===== src/rtl/mem_bus_arb.sv =====
`default_nettype none
// ============================================================================
//  Module      : mem_bus_arb
//  Description : Shared memory bus arbiter between the EX load/store port and
//                the instruction-fetch port. One outstanding transaction,
//                sequenced as arbitrate -> address phase -> data phase. EX has
//                fixed priority with a streak-based anti-starvation guard for
//                fetch, and a pipeline hold is raised while EX is pending.
//  Revision    : 1.0 - initial release
// ============================================================================
module mem_bus_arb #(
    parameter int ADDR_W     = 32,
    parameter int DATA_W     = 32,
    parameter int STARVE_LIM = 4
) (
    input  logic                  clk,
    input  logic                  rst,
    // EX load/store port
    input  logic                  ex_req_i,
    input  logic                  ex_we_i,
    input  logic [ADDR_W-1:0]     ex_addr_i,
    input  logic [DATA_W-1:0]     ex_wdata_i,
    input  logic [DATA_W/8-1:0]   ex_wmask_i,
    output logic                  ex_gnt_o,
    output logic                  ex_rvalid_o,
    output logic [DATA_W-1:0]     ex_rdata_o,
    // instruction-fetch port
    input  logic                  if_req_i,
    input  logic [ADDR_W-1:0]     if_addr_i,
    output logic                  if_gnt_o,
    output logic                  if_rvalid_o,
    output logic [DATA_W-1:0]     if_rdata_o,
    // shared memory bus
    output logic                  bus_req_o,
    output logic                  bus_we_o,
    output logic [ADDR_W-1:0]     bus_addr_o,
    output logic [DATA_W-1:0]     bus_wdata_o,
    output logic [DATA_W/8-1:0]   bus_wmask_o,
    input  logic                  bus_gnt_i,
    input  logic                  bus_rvalid_i,
    input  logic [DATA_W-1:0]     bus_rdata_i,
    // pipeline stall request
    output logic                  hold_o
);

    localparam int         c_MASK_W     = DATA_W / 8;
    localparam logic [2:0] c_STREAK_MAX = 3'(STARVE_LIM);
    localparam logic       c_OWN_EX     = 1'b0;
    localparam logic       c_OWN_IF     = 1'b1;

    typedef enum logic [1:0] {
        S_IDLE = 2'd0,
        S_ADDR = 2'd1,
        S_DATA = 2'd2
    } state_t;

    state_t                r_state;
    state_t                w_state_nxt;
    logic                  w_arb;
    logic                  w_pick_if;

    logic                  r_owner;
    logic [2:0]            r_streak;
    logic                  r_we;
    logic [ADDR_W-1:0]     r_addr;
    logic [DATA_W-1:0]     r_wdata;
    logic [c_MASK_W-1:0]   r_wmask;

    logic                  w_in_addr;
    logic                  w_in_data;
    logic                  w_ex_own;
    logic                  w_ex_rvalid;
    logic                  w_if_rvalid;

    // Fetch wins when EX is absent, or when EX has starved a waiting fetch long enough.
    assign w_pick_if = if_req_i & (~ex_req_i | (r_streak == c_STREAK_MAX));

    // Next-state logic: arbitrate in IDLE, wait for gnt in ADDR, wait for rvalid in DATA.
    always_comb begin
        w_state_nxt = r_state;
        w_arb       = 1'b0;
        case (r_state)
            S_IDLE: begin
                if (ex_req_i | if_req_i) begin
                    w_arb       = 1'b1;
                    w_state_nxt = S_ADDR;
                end
            end
            S_ADDR: begin
                if (bus_gnt_i) begin
                    w_state_nxt = S_DATA;
                end
            end
            S_DATA: begin
                if (bus_rvalid_i) begin
                    w_state_nxt = S_IDLE;
                end
            end
            default: w_state_nxt = S_IDLE;
        endcase
    end

    // State register; reset aborts any transaction in flight.
    always_ff @(posedge clk or posedge rst) begin
        if (rst) begin
            r_state <= S_IDLE;
        end else begin
            r_state <= w_state_nxt;
        end
    end

    // Owner, streak and request fields are captured only at arbitration.
    always_ff @(posedge clk or posedge rst) begin
        if (rst) begin
            r_owner  <= c_OWN_EX;
            r_streak <= 3'd0;
            r_we     <= 1'b0;
            r_addr   <= '0;
            r_wdata  <= '0;
            r_wmask  <= '0;
        end else if (w_arb) begin
            if (w_pick_if) begin
                r_owner  <= c_OWN_IF;
                r_streak <= 3'd0;
                r_we     <= 1'b0;
                r_addr   <= if_addr_i;
                r_wdata  <= '0;
                r_wmask  <= '0;
            end else begin
                r_owner  <= c_OWN_EX;
                // Streak counts only EX wins that made a fetch wait.
                if (if_req_i) begin
                    r_streak <= (r_streak == c_STREAK_MAX) ? r_streak : r_streak + 3'd1;
                end else begin
                    r_streak <= 3'd0;
                end
                r_we     <= ex_we_i;
                r_addr   <= ex_addr_i;
                r_wdata  <= ex_wdata_i;
                r_wmask  <= ex_wmask_i;
            end
        end
    end

    assign w_in_addr   = (r_state == S_ADDR);
    assign w_in_data   = (r_state == S_DATA);
    assign w_ex_own    = (r_owner == c_OWN_EX);
    assign w_ex_rvalid = w_in_data & w_ex_own & bus_rvalid_i;
    assign w_if_rvalid = w_in_data & ~w_ex_own & bus_rvalid_i;

    assign bus_req_o   = w_in_addr;
    assign bus_we_o    = r_we;
    assign bus_addr_o  = r_addr;
    assign bus_wdata_o = r_wdata;
    assign bus_wmask_o = r_wmask;

    // Handshakes are routed only to the current owner; the other port sees zeros.
    assign ex_gnt_o    = w_in_addr & w_ex_own & bus_gnt_i;
    assign if_gnt_o    = w_in_addr & ~w_ex_own & bus_gnt_i;
    assign ex_rvalid_o = w_ex_rvalid;
    assign if_rvalid_o = w_if_rvalid;
    assign ex_rdata_o  = w_ex_rvalid ? bus_rdata_i : '0;
    assign if_rdata_o  = w_if_rvalid ? bus_rdata_i : '0;

    // Hold stays up until the cycle in which the EX data phase completes.
    assign hold_o = (ex_req_i | (w_ex_own & (r_state != S_IDLE))) & ~w_ex_rvalid;

endmodule
`default_nettype wire


===== config.mk =====
export PLATFORM = sky130hd
export DESIGN_NAME = mem_bus_arb
export DESIGN_NICKNAME = d
export VERILOG_FILES = /design/src/rtl/mem_bus_arb.sv
export SDC_FILE = /design/constraint.sdc
export NUM_CORES = 1
export LEC_CHECK = 0
export BUFFER_PORTS_ARGS = -buffer_cell sky130_fd_sc_hd__buf_4
export CORE_ASPECT_RATIO = 0.5
export CORE_MARGIN = 2
export CORE_UTILIZATION = 46
export DETAILED_ROUTE_END_ITERATION = 10
export HOLD_SLACK_MARGIN = 0.12
export PLACE_DENSITY_LB_ADDON = 0.25
export SYNTH_ARGS = -nofsm -noshare
export SYNTH_HDL_FRONTEND = slang
export SYNTH_SLANG_ARGS = --single-unit

===== constraint.sdc =====
create_clock -name clk -period 3.96 [get_ports clk]
set_input_delay 0.792 -clock clk [delete_from_list [all_inputs] [get_ports clk]]
set_output_delay 0.792 -clock clk [all_outputs]
set_load 0.01 [all_outputs]

# ---- Word level (Yosys, flattened, before mapping)
# Index checks and enable logic that the tools add are counted.
dict set report totals {
  ff_bits 75
  latchBits 0
  ramBits 0
  romBits 0
  in_bits 139
  output_inout_bits 139
  word_cells 52
  mem_count 0
}
dict set report op_classes {
  n_addsub 1
  mul 0
  n_div 0
  magnitude_cmp 0
  n_eq_ne 7
  n_shift 0
  muxes 16
  bitwise 17
  n_reduce_logical 4
}
# op count
set op_table {}
lappend op_table {{32-bit 2-to-1 mux} 4}
lappend op_table {{1-bit bitwise AND} 11}
lappend op_table {{3-bit 2-to-1 mux} 3}
lappend op_table {{2-bit 2-to-1 mux} 3}
lappend op_table {{2-bit != test (second input constant)} 3}
lappend op_table {{2-bit one-hot mux with 3 select lines} 1}
lappend op_table {{1-bit 2-to-1 mux} 4}
lappend op_table {{4-bit 2-to-1 mux} 1}
lappend op_table {{3-bit by 1-bit adder with 3-bit output (second input constant)} 1}
lappend op_table {{3-bit == test (second input constant)} 1}
lappend op_table {{3-bit != test (second input constant)} 1}
lappend op_table {{1-bit NOT} 3}
lappend op_table {{1-bit OR} 3}
lappend op_table {{3-bit AND reduction} 1}
lappend op_table {{2-bit by 1-bit == test with 1-bit output (second input constant)} 1}
lappend op_table {{2-bit == test (second input constant)} 1}
lappend op_table {{2-bit zero test} 1}
lappend op_table {{2-bit AND reduction} 1}
lappend op_table {{2-bit nonzero test} 1}

# ---- Depth between registers and ports, before layout
# Gate-level depths: netlist (run 1).
dict set report logic_depth {
  ltp_word 5
  depth_mapped 7
  mapped_depth_nobuf 5
}

# ---- Least setup slack after synthesis (run 1)
# No wires, ideal clock.
dict set report synth_path {
  path_kind {input -> output}
  startpoint {input port bus_rvalid_i}
  endpoint {output port if_rdata_o[22]}
  arrival_time_ns 1.639
  required_ns 3.168
  path_slack_ns 1.529
  stages 4
  n_path_buf 1
  path_cell_list {nand2_1 -> nor3b_2 -> clkbuf_1 -> and2_1}
}
dict set report synth_between {
  elab_chain_len 2
}
# item line_no
set synth_rtl {}
lappend synth_rtl {{start: declaration} 40} ;# input logic bus_rvalid_i,
lappend synth_rtl {{1-bit bitwise AND} 149} ;# assign w_if_rvalid = w_in_data & ~w_ex_own & bus_rvalid_i;
lappend synth_rtl {{net if_rvalid_o} 31} ;# output logic if_rvalid_o,
lappend synth_rtl {{32-bit 2-to-1 mux} 163} ;# assign if_rdata_o = w_if_rvalid ? bus_rdata_i : '0;
lappend synth_rtl {{end: declaration} 32} ;# output logic [DATA_W-1:0] if_rdata_o,
# The timed path passes the listed nets, and every way through them passes these cells.

# ---- Worst setup path after layout (run 1)
dict set report layout_path {
  startpoint {register r_state[1]}
  endpoint {output port if_rdata_o[5]}
}
dict set report layout_between {
  elab_chain_len 4
}
# item line_no
set layout_rtl {}
lappend layout_rtl {{start: declaration} 57} ;# state_t r_state;
lappend layout_rtl {{start signal: assignment} 108} ;# r_state <= w_state_nxt;
lappend layout_rtl {{2-bit == test} 146} ;# assign w_in_data = (r_state == S_DATA);
lappend layout_rtl {{1-bit bitwise AND (2 in a row)} 149}
lappend layout_rtl {{32-bit 2-to-1 mux} 163}
# No other way between the ends.

==> results of run 1 <==
worst max-delay path, stage by stage, from the launching register on:
cell and delay [ns]:
dfrtp_1 0.51, nand2_1 0.18, nor3b_2 0.20, buf_4 0.28
and2_1 0.18, buf_4 0.12
Yosys cell counts:
cell,n
mux2i_1,1
nor3b_2,1
a21bo_2,1
nand4_1,33
and2_4,1
and3_1,1
buf_6,5
buf_1,4
ha_1,2
o31ai_1,1
nor3_1,1
buf_4,3
and2_1,65
a21oi_1,1
nor2_1,1
buf_2,9
a22o_1,1
o221ai_2,28
o22ai_1,1
nand2_1,5
dfrtp_1,75
or2_1,1
nor2_2,1
inv_1,37
o22ai_2,1
nand2b_1,1
o221ai_1,4
nor3b_1,1
clkbuf_1,27
nor2b_1,2
mux2_4,1
o2bb2ai_1,37
o311ai_0,1
o21ai_0,1
nand3_1,69
sequential cells by signal, indices dropped and copies added (netlist names):
signal,count
r_streak,3
r_state,2
r_owner,1
bus_wdata_o,32
bus_addr_o,32
bus_wmask_o,4
bus_we_o,1
per-layer routing:
layer  track usage  share of wire  vias to the layer above
li1              -              -                     2043
met1         0.346           0.39                     2111
met4        0.0920          0.025                        0
met2         0.495           0.52                      179
met3        0.0789          0.072                       33
met5             0              0                        -
cells by family (layout without fill, tap and decap cells):
family	Yosys count	count (layout)	share of synthesized area
AO/OA/AOI/OAI	77	77	0.201
adder cells (fa/ha/maj)	2	2	0.00595
buffers and inverters	85	340	0.0902
AND/OR/NAND/NOR	183	183	0.250
multiplexers	2	2	0.00595
flip-flops	75	75	0.447
per-stage QoR:
stage	std cells	util	hold slack, ns	cell area, sq um
floorplan	424	-	0.520	4200
global placement	780	0.715	0.472	6290
detailed placement	780	0.715	0.475	6290
CTS	796	0.751	0.493	6610
global route	796	0.751	0.508	6610
finish	796	0.751	0.489	6610
layout make-up:
class / instances / share of cell area
clock buffers: 9 / 0.0341
clock inverters: 7 / 0.0140
inverters: 37 / 0.0212
multi-input cells: 264 / 0.296
flip-flops and latches: 75 / 0.284
well taps: 117 / 0.0222
repair buffers: 287 / 0.328
worst paths after layout:
path	startpoint	end	slack, ns	depth (start not counted)
setup reg to reg	r_state[0]	r_streak[2]	1.76	4
max in group asynchronous	rst	bus_wdata_o[14]	2.52	3
hold reg to reg	bus_wdata_o[30]	bus_wdata_o[30]	0.49	1
min in group asynchronous	rst	bus_wdata_o[2]	0.56	2
setup / recovery	r_state[1]	if_rdata_o[5]	1.34	5
hold / removal	bus_wdata_o[30]	bus_wdata_o[30]	0.49	1
power by group through the flow:
| stage | logic (mW) | registers (mW) | clock network [mW] |
|---|---|---|---|
| after detailed placement | 2.19 | 1.36 | 0 |
| after global routing | 2.36 | 1.40 | 0.920 |
| after global placement | 2.14 | 1.35 | 0 |
| final | 2.18 | 1.36 | 0.882 |
| after CTS | 2.20 | 1.35 | 0.888 |
| after floorplan | 1.15 | 1.47 | 0 |
==> impl_metrics.prom, run 1 <==
# TYPE chip_impl_metric gauge
chip_impl_info{name="status",value="finished, final reports clean"} 1
chip_impl_metric{name="post_synth_instance_area",unit="sq mm"} 0.00420
chip_impl_metric{name="cp_max_fo",unit=""} 33
chip_impl_metric{name="setup-violations-final",unit=""} 0
chip_impl_metric{name="clockBufferDepth",unit=""} 2
chip_impl_metric{name="power.ir.vdd_worst",unit="mV"} 0.394
chip_impl_metric{name="core_area",unit="sq mm"} 0.00880
chip_impl_info{name="most_frequent_cells_in_the_layout",value="286 x buf_4, 75 x dfrtp_1, 69 x nand3_1, 64 x and2_1, 37 x o2bb2ai_1"} 1
chip_impl_metric{name="growth_of_design_area_from_synthesis_to_finish",unit="%"} 57.2
chip_impl_metric{name="slew-limit-headroom",unit=""} 0.485
chip_impl_metric{name="synth-seq-area-share",unit=""} 0.447
chip_impl_metric{name="netSwitchingPower",unit="mW"} 1.69
chip_impl_info{name="synth.largest_area_cell",value="dfrtp_1"} 1
chip_impl_metric{name="fp-row-count",unit=""} 24
chip_impl_metric{name="clock_skew",unit="ns"} 0.00612
chip_impl_metric{name="fin_total_pwr",unit="mW"} 4.42
chip_impl_metric{name="die_width",unit="um"} 139
chip_impl_metric{name="syn-num-nets",unit=""} 565
chip_impl_metric{name="hold_viol_final",unit=""} 0
chip_impl_metric{name="maximum_number_of_pins_on_one_net_before_global_route_repair",unit=""} 59
chip_impl_metric{name="seq_power_share",unit=""} 0.307
chip_impl_metric{name="die_h",unit="um"} 71.6
chip_impl_metric{name="worst_ep_required_time",unit="ns"} 3.17
chip_impl_metric{name="drc_viols",unit=""} 0
chip_impl_metric{name="max_cap_viol_count",unit=""} 0
chip_impl_metric{name="vias_per_cell",unit=""} 5.48
chip_impl_metric{name="yosys.area.top_type_share",unit=""} 0.447
chip_impl_metric{name="dp_hpwl",unit="mm"} 10.2
chip_impl_metric{name="combinationalPowerShare",unit=""} 0.494
chip_impl_metric{name="dr.pass1.iters",unit=""} 5
chip_impl_metric{name="share_of_total_power_consumed_by_net_switching",unit=""} 0.383
chip_impl_metric{name="internal-power",unit="mW"} 2.73
chip_impl_metric{name="cts_resized",unit=""} 0
chip_impl_metric{name="fin_ws",unit="ns"} 1.34
chip_impl_metric{name="post_synth_inst_count",unit=""} 424
chip_impl_metric{name="numPortBuffers",unit=""} 277
chip_impl_metric{name="wire_length_of_the_first_global_routing_pass",unit="mm"} 22.1
chip_impl_metric{name="number_of_global_route_vias_before_repair",unit=""} 4281
chip_impl_metric{name="antenna_left",unit=""} 0
chip_impl_info{name="layout_commonest_cell",value="buf_4"} 1
chip_impl_info{name="min_path_type",value="reg2reg"} 1
chip_impl_metric{name="number_of_warnings_printed_during_yosys_synthesis",unit=""} 0
chip_impl_metric{name="fmaxAchievable",unit="MHz"} 382
chip_impl_metric{name="period_minus_slack",unit="ns"} 2.62
chip_impl_metric{name="syn_area_per_cell",unit="sq um"} 9.91
chip_impl_metric{name="gp_routability_congestion",unit=""} 0.914
chip_impl_metric{name="nNetsFinal",unit=""} 815
chip_impl_metric{name="h_tree_depth",unit=""} 3
chip_impl_metric{name="worstMarginPinSlew",unit="ns"} 0.772
chip_impl_metric{name="final_cycle_share",unit=""} 0.661
chip_impl_metric{name="first_iter_violations",unit=""} 306
chip_impl_metric{name="vias",unit=""} 4366
chip_impl_info{name="rsz0062_at_grt",value="false"} 1
chip_impl_metric{name="wl_per_cell",unit="um"} 18.0
chip_impl_metric{name="cts_hold_repair.buffers",unit=""} 0
chip_impl_metric{name="synth.ff_latch_count",unit=""} 75
chip_impl_metric{name="total_area_of_multi_input_combinational_cells",unit="sq mm"} 0.00196
chip_impl_metric{name="final_layout_size_suffix_gt1_frac",unit=""} 0.502
chip_impl_info{name="critPathCaptureType",value="output port"} 1
chip_impl_metric{name="yosysUniqueCellTypes",unit=""} 35
chip_impl_metric{name="fin_tns_setup",unit="ns"} 0
chip_impl_metric{name="antenna-diode-count",unit=""} 0
chip_impl_metric{name="worstPathArrival",unit="ns"} 1.82
chip_impl_info{name="cts_root_buf",value="clkbuf_16"} 1
chip_impl_metric{name="setup_fix_buffers_added_after_clock_tree_synthesis",unit=""} 0
chip_impl_metric{name="cellPowerDensity",unit="mW/mm^2"} 669
chip_impl_metric{name="routed_wirelength",unit="mm"} 14.3
chip_impl_info{name="synth.top_cells.by_area",value="dfrtp_1 45%, o221ai_2 10%, and2_1 9.7%"} 1
chip_impl_metric{name="number_of_antenna_violations_at_the_first_check_in_global_routing",unit=""} 0
chip_impl_metric{name="tritoncts.num_buffers",unit=""} 9
chip_impl_metric{name="pwr-share-clk",unit=""} 0.199
chip_impl_metric{name="pre_cts_ws",unit="ns"} 1.42
chip_impl_metric{name="timing_max_transition_violations_final",unit=""} 0
chip_impl_metric{name="pin_count",unit=""} 278
chip_impl_metric{name="floorplan.initialDensity",unit=""} 0.478
chip_impl_info{name="crit_path_start_kind",value="flip-flop"} 1
chip_impl_metric{name="design.die.area",unit="sq mm"} 0.00996
chip_impl_metric{name="overflow",unit=""} 0
chip_impl_info{name="setup.worst_path.class",value="reg2out"} 1
chip_impl_metric{name="regArea",unit="sq mm"} 0.00188
chip_impl_info{name="clock_tree_from_tritoncts",value="done"} 1
chip_impl_metric{name="cts.sink_count",unit=""} 75
chip_impl_metric{name="cts.reportedPaths.clkPinSlew",unit="ns"} 0.06
chip_impl_metric{name="power_leakage",unit="nW"} 3.25
chip_impl_metric{name="n_fill_cell",unit=""} 669
chip_impl_metric{name="clk_latency",unit="ns"} 0.35
chip_impl_metric{name="grt_use_total",unit=""} 0.283
Power figures use the tool's default switching activity.
==> run 2: changes to the inputs <==
--- a/config.mk
+++ b/config.mk
@@ -8,7 +8,7 @@
 export BUFFER_PORTS_ARGS = -buffer_cell sky130_fd_sc_hd__buf_4
 export CORE_ASPECT_RATIO = 0.5
 export CORE_MARGIN = 2
-export CORE_UTILIZATION = 46
+export CORE_UTILIZATION = 43
 export DETAILED_ROUTE_END_ITERATION = 10
 export HOLD_SLACK_MARGIN = 0.12
 export PLACE_DENSITY_LB_ADDON = 0.25
==> constraint.sdc (replaced) <==
create_clock -name clk -period 2.42 [get_ports clk]
set_input_delay 0.484 -clock clk [delete_from_list [all_inputs] [get_ports clk]]
set_output_delay 0.484 -clock clk [all_outputs]
set_load 0.01 [all_outputs]
==> impl_metrics.prom, run 2 (same netlist as run 1, synthesis figures left out) <==
# TYPE chip_impl_metric gauge
chip_impl_metric{name="dr.pass1.iters",unit=""} 4
chip_impl_info{name="cp_cell_sequence",value="nand2_1 -> nor3b_2 -> buf_4 -> and2_1 -> buf_4"} 1
chip_impl_metric{name="maximum_number_of_pins_on_one_net_before_global_route_repair",unit=""} 105
chip_impl_metric{name="dp_hpwl",unit="mm"} 10.1
chip_impl_metric{name="final_layout_size_suffix_gt1_frac",unit=""} 0.505
chip_impl_metric{name="die_width",unit="um"} 144
chip_impl_metric{name="overflow",unit=""} 0
chip_impl_metric{name="worst_ep_required_time",unit="ns"} 1.94
chip_impl_metric{name="clockBufferDepth",unit=""} 2
chip_impl_metric{name="period_minus_slack",unit="ns"} 2.28
chip_impl_metric{name="vias_per_cell",unit=""} 5.28
chip_impl_info{name="slowest_stage_cell_on_the_critical_path",value="dfrtp_1"} 1
chip_impl_metric{name="fin_tns_setup",unit="ns"} 0
chip_impl_metric{name="fin_hold_ws",unit="ns"} 0.189
chip_impl_info{name="min_path_type",value="in2async"} 1
chip_impl_metric{name="finish.instance_area",unit="sq mm"} 0.00664
chip_impl_metric{name="nNetsFinal",unit=""} 819
chip_impl_metric{name="regArea",unit="sq mm"} 0.00188
chip_impl_metric{name="cts_hold_repair.buffers",unit=""} 0
chip_impl_metric{name="final_cycle_share",unit=""} 0.944
chip_impl_metric{name="h_tree_depth",unit=""} 3
chip_impl_info{name="status",value="finished, final reports clean"} 1
chip_impl_metric{name="wire_length_of_the_first_global_routing_pass",unit="mm"} 21.1
chip_impl_info{name="most_frequent_cells_in_the_layout",value="289 x buf_4, 75 x dfrtp_1, 69 x nand3_1, 64 x and2_1, 37 x o2bb2ai_1"} 1
chip_impl_metric{name="first_iter_violations",unit=""} 209
chip_impl_metric{name="floorplan.initialDensity",unit=""} 0.443
chip_impl_metric{name="fin_total_pwr",unit="mW"} 7.10
chip_impl_metric{name="slew-limit-headroom",unit=""} 0.605
chip_impl_metric{name="critical_path.max_stage_delay",unit="ns"} 0.48
chip_impl_metric{name="max_cap_viol_count",unit=""} 0
chip_impl_info{name="cts_root_buf",value="clkbuf_16"} 1
chip_impl_metric{name="cts.reportedPaths.clkPinSlew",unit="ns"} 0.07
chip_impl_metric{name="cellPowerDensity",unit="mW/mm^2"} 1070
chip_impl_metric{name="core_area",unit="sq mm"} 0.00948
chip_impl_info{name="rsz0062_at_grt",value="false"} 1
chip_impl_metric{name="setup-violations-final",unit=""} 0
chip_impl_metric{name="power.ir.vdd_worst",unit="mV"} 0.573
chip_impl_metric{name="pin_count",unit=""} 278
chip_impl_metric{name="fp-row-count",unit=""} 25
chip_impl_info{name="timing.critical_path.mode_cell",value="buf_4"} 1
chip_impl_metric{name="number_of_global_route_vias_before_repair",unit=""} 4240
chip_impl_metric{name="clk_latency",unit="ns"} 0.34
chip_impl_metric{name="total_area_of_multi_input_combinational_cells",unit="sq mm"} 0.00196
chip_impl_info{name="setup.worst_path.class",value="reg2out"} 1
chip_impl_metric{name="hold_viol_final",unit=""} 0
chip_impl_metric{name="gp_routability_congestion",unit=""} 0.795
chip_impl_metric{name="grt_use_total",unit=""} 0.255
chip_impl_metric{name="cts.sink_count",unit=""} 75
chip_impl_metric{name="n_fill_cell",unit=""} 785
chip_impl_info{name="layout_commonest_cell",value="buf_4"} 1
chip_impl_metric{name="tritoncts.num_buffers",unit=""} 9
chip_impl_metric{name="growth_of_design_area_from_synthesis_to_finish",unit="%"} 58.1
chip_impl_metric{name="dpl-instance-area",unit="sq mm"} 0.00635
chip_impl_metric{name="cp_max_fo",unit=""} 33
chip_impl_metric{name="cts_resized",unit=""} 0
chip_impl_metric{name="wl_per_cell",unit="um"} 17.1
chip_impl_metric{name="numPortBuffers",unit=""} 277
chip_impl_metric{name="number_of_antenna_violations_at_the_first_check_in_global_routing",unit=""} 0
chip_impl_metric{name="antenna-diode-count",unit=""} 0
chip_impl_metric{name="timing_max_transition_violations_final",unit=""} 0
chip_impl_metric{name="vias",unit=""} 4318
chip_impl_info{name="clock_tree_from_tritoncts",value="done"} 1
chip_impl_metric{name="drc_viols",unit=""} 0
chip_impl_metric{name="setup_fix_buffers_added_after_clock_tree_synthesis",unit=""} 0
chip_impl_metric{name="worstPathArrival",unit="ns"} 1.80
chip_impl_metric{name="fmaxAchievable",unit="MHz"} 438
chip_impl_metric{name="pre_cts_ws",unit="ns"} 0.453
chip_impl_metric{name="clock_skew",unit="ns"} 0.00771
chip_impl_info{name="critPathCaptureType",value="output port"} 1
chip_impl_metric{name="design.die.area",unit="sq mm"} 0.0106
chip_impl_metric{name="worstMarginPinSlew",unit="ns"} 0.593
chip_impl_metric{name="power_leakage",unit="nW"} 3.26
chip_impl_info{name="crit_path_start_kind",value="flip-flop"} 1
chip_impl_metric{name="routed_wirelength",unit="mm"} 14.0
chip_impl_metric{name="fin_ws",unit="ns"} 0.135
chip_impl_metric{name="antenna_left",unit=""} 0
chip_impl_metric{name="die_h",unit="um"} 73.9
## run 2: changes by cell type in the layout (fill, tap and decap cells not counted), sizes merged
cell / previous run / this run
inv: 36 / 42
buf: 287 / 291
clkinv: 6 / 2
bufinv: 2 / 0
## run 2: cell type report
class	instances	share of cell area
timing repair buffer	291	0.333
multi-input combinational	264	0.295
sequential	75	0.282
clock buffer	9	0.0339
tap	135	0.0254
inverter	37	0.0211
clock inverter	7	0.00998
## run 2: power breakdown
group	switching (mW)	internal, mW	leakage [nW]
sequential	0.373	1.84	0.938
combinational	1.83	1.75	2.18
clock	0.582	0.725	0.145
## run 2: critical path: cells and delay by family, from the launching register on
| kind | cells | cell delay, ns |
|---|---|---|
| simple gates | 3 | 0.57 |
| flops | 1 | 0.48 |
| buf+inv | 2 | 0.41 |
## run 2: stage by stage
stage	util	cells
floorplan	-	424
global placement	0.670	802
detailed placement	0.670	802
CTS	0.701	818
global route	0.701	818
finish	0.701	818
## run 2: final timing paths
path,cells past startpoint,slack [ns],startpoint,end
worst min register to register,1,0.49,bus_wdata_o[3],bus_wdata_o[3]
min in group clk,2,0.37,bus_gnt_i,r_state[0]
worst max register to register,5,0.70,r_state[0],bus_wdata_o[30]
max in group asynchronous,3,1.63,rst,bus_wdata_o[9]
worst max-delay path,5,0.14,r_state[1],if_rdata_o[11]
worst min-delay path,2,0.19,rst,bus_wmask_o[3]
## run 2: routing by layer
metal / up-vias / track usage / part of all wire
li1: 2055 / - / -
met1: 2097 / 0.294 / 0.40
met2: 144 / 0.479 / 0.53
met3: 22 / 0.0554 / 0.057
met4: 0 / 0.0784 / 0.018
met5: - / 0 / 0
==> run 3: changes to the inputs <==
--- a/config.mk
+++ b/config.mk
@@ -5,10 +5,11 @@
 export SDC_FILE = /design/constraint.sdc
 export NUM_CORES = 1
 export LEC_CHECK = 0
+export ABC_AREA = 1
 export BUFFER_PORTS_ARGS = -buffer_cell sky130_fd_sc_hd__buf_4
 export CORE_ASPECT_RATIO = 0.5
 export CORE_MARGIN = 2
-export CORE_UTILIZATION = 43
+export CORE_UTILIZATION = 42
 export DETAILED_ROUTE_END_ITERATION = 10
 export HOLD_SLACK_MARGIN = 0.12
 export PLACE_DENSITY_LB_ADDON = 0.25
==> impl_metrics.prom, run 3 <==
# TYPE chip_impl_metric gauge
chip_impl_info{name="status",value="finished, final reports clean"} 1
chip_impl_metric{name="final_cycle_share",unit=""} 0.953
chip_impl_metric{name="max_cap_viol_count",unit=""} 0
chip_impl_metric{name="setup-violations-final",unit=""} 0
chip_impl_metric{name="utilization",unit=""} 0.684
chip_impl_metric{name="yosys.area.top_type_share",unit=""} 0.453
chip_impl_info{name="critPathCaptureType",value="output port"} 1
chip_impl_metric{name="period_minus_slack",unit="ns"} 2.31
chip_impl_metric{name="worstPathArrival",unit="ns"} 1.82
chip_impl_info{name="synth.largest_area_cell",value="dfrtp_1"} 1
chip_impl_metric{name="overflow",unit=""} 0
chip_impl_metric{name="fmaxAchievable",unit="MHz"} 433
chip_impl_metric{name="timing_max_transition_violations_final",unit=""} 0
chip_impl_metric{name="synthArstFlopShare",unit=""} 1.00
chip_impl_metric{name="synth_enable_flop_cells",unit=""} 0
chip_impl_metric{name="fin_ws",unit="ns"} 0.113
chip_impl_metric{name="number_of_warnings_printed_during_yosys_synthesis",unit=""} 0
chip_impl_metric{name="finish.instance_area",unit="sq mm"} 0.00650
chip_impl_metric{name="antenna-diode-count",unit=""} 0
chip_impl_metric{name="cts.sink_count",unit=""} 75
chip_impl_metric{name="yosysUniqueCellTypes",unit=""} 20
chip_impl_metric{name="vias",unit=""} 4482
chip_impl_metric{name="pwr-share-clk",unit=""} 0.193
chip_impl_metric{name="dpl-instance-area",unit="sq mm"} 0.00620
chip_impl_metric{name="drc_viols",unit=""} 0
chip_impl_metric{name="final_layout_size_suffix_gt1_frac",unit=""} 0.365
chip_impl_metric{name="die_width",unit="um"} 144
chip_impl_metric{name="clockBufferDepth",unit=""} 2
chip_impl_metric{name="design.die.area",unit="sq mm"} 0.0107
chip_impl_metric{name="crit_buf_inv",unit=""} 3
chip_impl_metric{name="worstMarginPinSlew",unit="ns"} 0.736
chip_impl_metric{name="dr.pass1.iters",unit=""} 4
chip_impl_metric{name="core_area",unit="sq mm"} 0.00951
chip_impl_metric{name="post_synth_inst_count",unit=""} 586
chip_impl_info{name="min_path_type",value="in2async"} 1
chip_impl_metric{name="post_synth_instance_area",unit="sq mm"} 0.00414
chip_impl_metric{name="number_of_antenna_violations_at_the_first_check_in_global_routing",unit=""} 0
chip_impl_metric{name="growth_of_design_area_from_synthesis_to_finish",unit="%"} 56.9
chip_impl_metric{name="stdcell_count",unit=""} 985
chip_impl_metric{name="syn-num-nets",unit=""} 727
chip_impl_metric{name="nNetsFinal",unit=""} 987
chip_impl_metric{name="synth-seq-area-share",unit=""} 0.453
chip_impl_metric{name="hold_viol_final",unit=""} 0
chip_impl_metric{name="die_h",unit="um"} 74.2
chip_impl_metric{name="critical_path.max_stage_delay",unit="ns"} 0.44
chip_impl_metric{name="grt_use_total",unit=""} 0.240
chip_impl_metric{name="cellPowerDensity",unit="mW/mm^2"} 1010
chip_impl_metric{name="setup_fix_buffers_added_after_clock_tree_synthesis",unit=""} 0
chip_impl_metric{name="power.ir.vdd_worst",unit="mV"} 0.663
chip_impl_metric{name="cp_max_fo",unit=""} 33
chip_impl_info{name="rsz0062_at_grt",value="false"} 1
chip_impl_metric{name="dp_hpwl",unit="mm"} 9.70
chip_impl_metric{name="gp_routability_congestion",unit=""} 0.826
chip_impl_metric{name="first_iter_violations",unit=""} 179
chip_impl_metric{name="power_leakage",unit="nW"} 4.00
chip_impl_info{name="setup.worst_path.class",value="reg2out"} 1
chip_impl_metric{name="pin_count",unit=""} 278
chip_impl_info{name="synth.top_cells.by_area",value="dfrtp_1 45%, nand2_1 16%, nand3_1 12%"} 1
chip_impl_info{name="synth_commonest_cells",value="180 x nand2_1, 106 x inv_1, 103 x nand3_1"} 1
chip_impl_metric{name="synth.ff_latch_count",unit=""} 75
chip_impl_info{name="layout_commonest_cell",value="buf_4"} 1
chip_impl_info{name="slowest_stage_cell_on_the_critical_path",value="dfrtp_1"} 1
chip_impl_metric{name="wire_length_of_the_first_global_routing_pass",unit="mm"} 20.1
chip_impl_metric{name="share_of_total_power_consumed_by_net_switching",unit=""} 0.387
chip_impl_metric{name="antenna_left",unit=""} 0
chip_impl_info{name="cts_root_buf",value="clkbuf_16"} 1
chip_impl_info{name="cp_cell_sequence",value="inv_2 -> nor2_2 -> nand3_4 -> buf_4 -> nor2_2 -> buf_4"} 1
chip_impl_info{name="most_frequent_cells_in_the_layout",value="282 x buf_4, 180 x nand2_1, 105 x inv_1, 103 x nand3_1, 75 x dfrtp_1"} 1
chip_impl_metric{name="floorplan.initialDensity",unit=""} 0.436
chip_impl_info{name="yosys.cell_count.top_type",value="nand2_1"} 1
chip_impl_metric{name="combinationalPowerShare",unit=""} 0.470
chip_impl_metric{name="internal-power",unit="mW"} 4.01
chip_impl_metric{name="syn_area_per_cell",unit="sq um"} 7.07
chip_impl_metric{name="clk_latency",unit="ns"} 0.32
chip_impl_metric{name="maximum_number_of_pins_on_one_net_before_global_route_repair",unit=""} 74
chip_impl_info{name="crit_path_start_kind",value="flip-flop"} 1
chip_impl_info{name="synth_flop_cell",value="dfrtp_1"} 1
chip_impl_info{name="path_delay_family",value="simple AND/OR/NAND/NOR gates"} 1
chip_impl_metric{name="pre_cts_ws",unit="ns"} 0.252
chip_impl_metric{name="vias_per_cell",unit=""} 4.55
chip_impl_metric{name="worst_ep_required_time",unit="ns"} 1.94
chip_impl_metric{name="clock_skew",unit="ns"} 0.00566
chip_impl_metric{name="wl_per_cell",unit="um"} 13.5
chip_impl_metric{name="slew-limit-headroom",unit=""} 0.509
chip_impl_metric{name="h_tree_depth",unit=""} 3
chip_impl_metric{name="netSwitchingPower",unit="mW"} 2.53
chip_impl_info{name="clock_tree_from_tritoncts",value="done"} 1
chip_impl_metric{name="fin_tns_setup",unit="ns"} 0
chip_impl_metric{name="cts.reportedPaths.clkPinSlew",unit="ns"} 0.06
chip_impl_metric{name="seq_power_share",unit=""} 0.336
chip_impl_metric{name="numPlacedInstances",unit=""} 970
chip_impl_metric{name="number_of_global_route_vias_before_repair",unit=""} 4226
chip_impl_metric{name="tritoncts.num_buffers",unit=""} 9
chip_impl_metric{name="numPortBuffers",unit=""} 277
chip_impl_metric{name="routed_wirelength",unit="mm"} 13.3
chip_impl_metric{name="fp-row-count",unit=""} 25
run 3: cell types whose count changed after synthesis, moves of 24 or more:
cell and delta:
nor2_1 +69, nand4_1 -33, nand3_1 +34, clkbuf_1 -24, o2bb2ai_1 -37, nand2_1 +175
inv_1 +69, o221ai_2 -28, and2_1 -65
run 3: final timing paths:
path                                startpoint         endpoint  slack (ns)  depth (start not counted)
min in group clk                     bus_gnt_i       r_state[0]        0.36                          2
worst max register to register     r_streak[0]   bus_addr_o[17]        0.67                          9
worst min-delay path                       rst  bus_wdata_o[23]        0.24                          2
worst min register to register  bus_addr_o[23]   bus_addr_o[23]        0.48                          2
max in group asynchronous                  rst   bus_addr_o[16]        1.46                          3
worst max-delay path                r_state[1]    ex_rdata_o[1]        0.11                          6
run 3: cell type report:
type / count / area [sq um]
Clock inverter: 3 / 22.5
Clock buffer: 12 / 267
Multi-Input combinational cell: 368 / 1600
Sequential cell: 75 / 1880
Fill cell: 867 / 3010
Tap cell: 135 / 169
Inverter: 108 / 409
Timing Repair Buffer: 284 / 2160
run 3: cells by family after synthesis:
logic type	Yosys count	share of synthesized area
flops	75	0.453
simple gates	360	0.364
compound gates	6	0.0118
fa+ha+maj	2	0.00604
buf+inv	143	0.165
run 3: through the flow:
step	power, mW	hold slack [ns]
finish	6.54	0.240
global route	7.01	0.289
CTS	6.61	0.264
detailed placement	5.29	0.466
global placement	5.21	0.464
floorplan	3.88	0.490
run 3: worst register-to-register path: stages, from the launching register on:
cell and delay, ns:
dfrtp_1 0.36, inv_1 0.08, ha_1 0.21, nand2_1 0.10, nand2_2 0.07, nand2_2 0.27
buf_12 0.29, nand2_1 0.12, nand3_1 0.08, nand2_1 0.06
run 3: per-layer routing:
layer,global-route usage,wire [um]
met2,0.468,7050
met5,0,0
met3,0.0560,870
met4,0.0723,238
met1,0.267,5130
run 3: power by group through the flow:
stage,Combinational (mW),Sequential (mW),Clock [mW]
floorplan,1.45,2.42,0
global placement,3.02,2.19,0
detailed placement,3.09,2.20,0
CTS,3.12,2.20,1.29
global route,3.39,2.27,1.35
finish,3.08,2.20,1.26
run 3: repair_timing:
action,CTS,global route
pin swaps,0,1
setup endpoints to repair,4,1
resized for setup,2,0
hold buffers,0,0
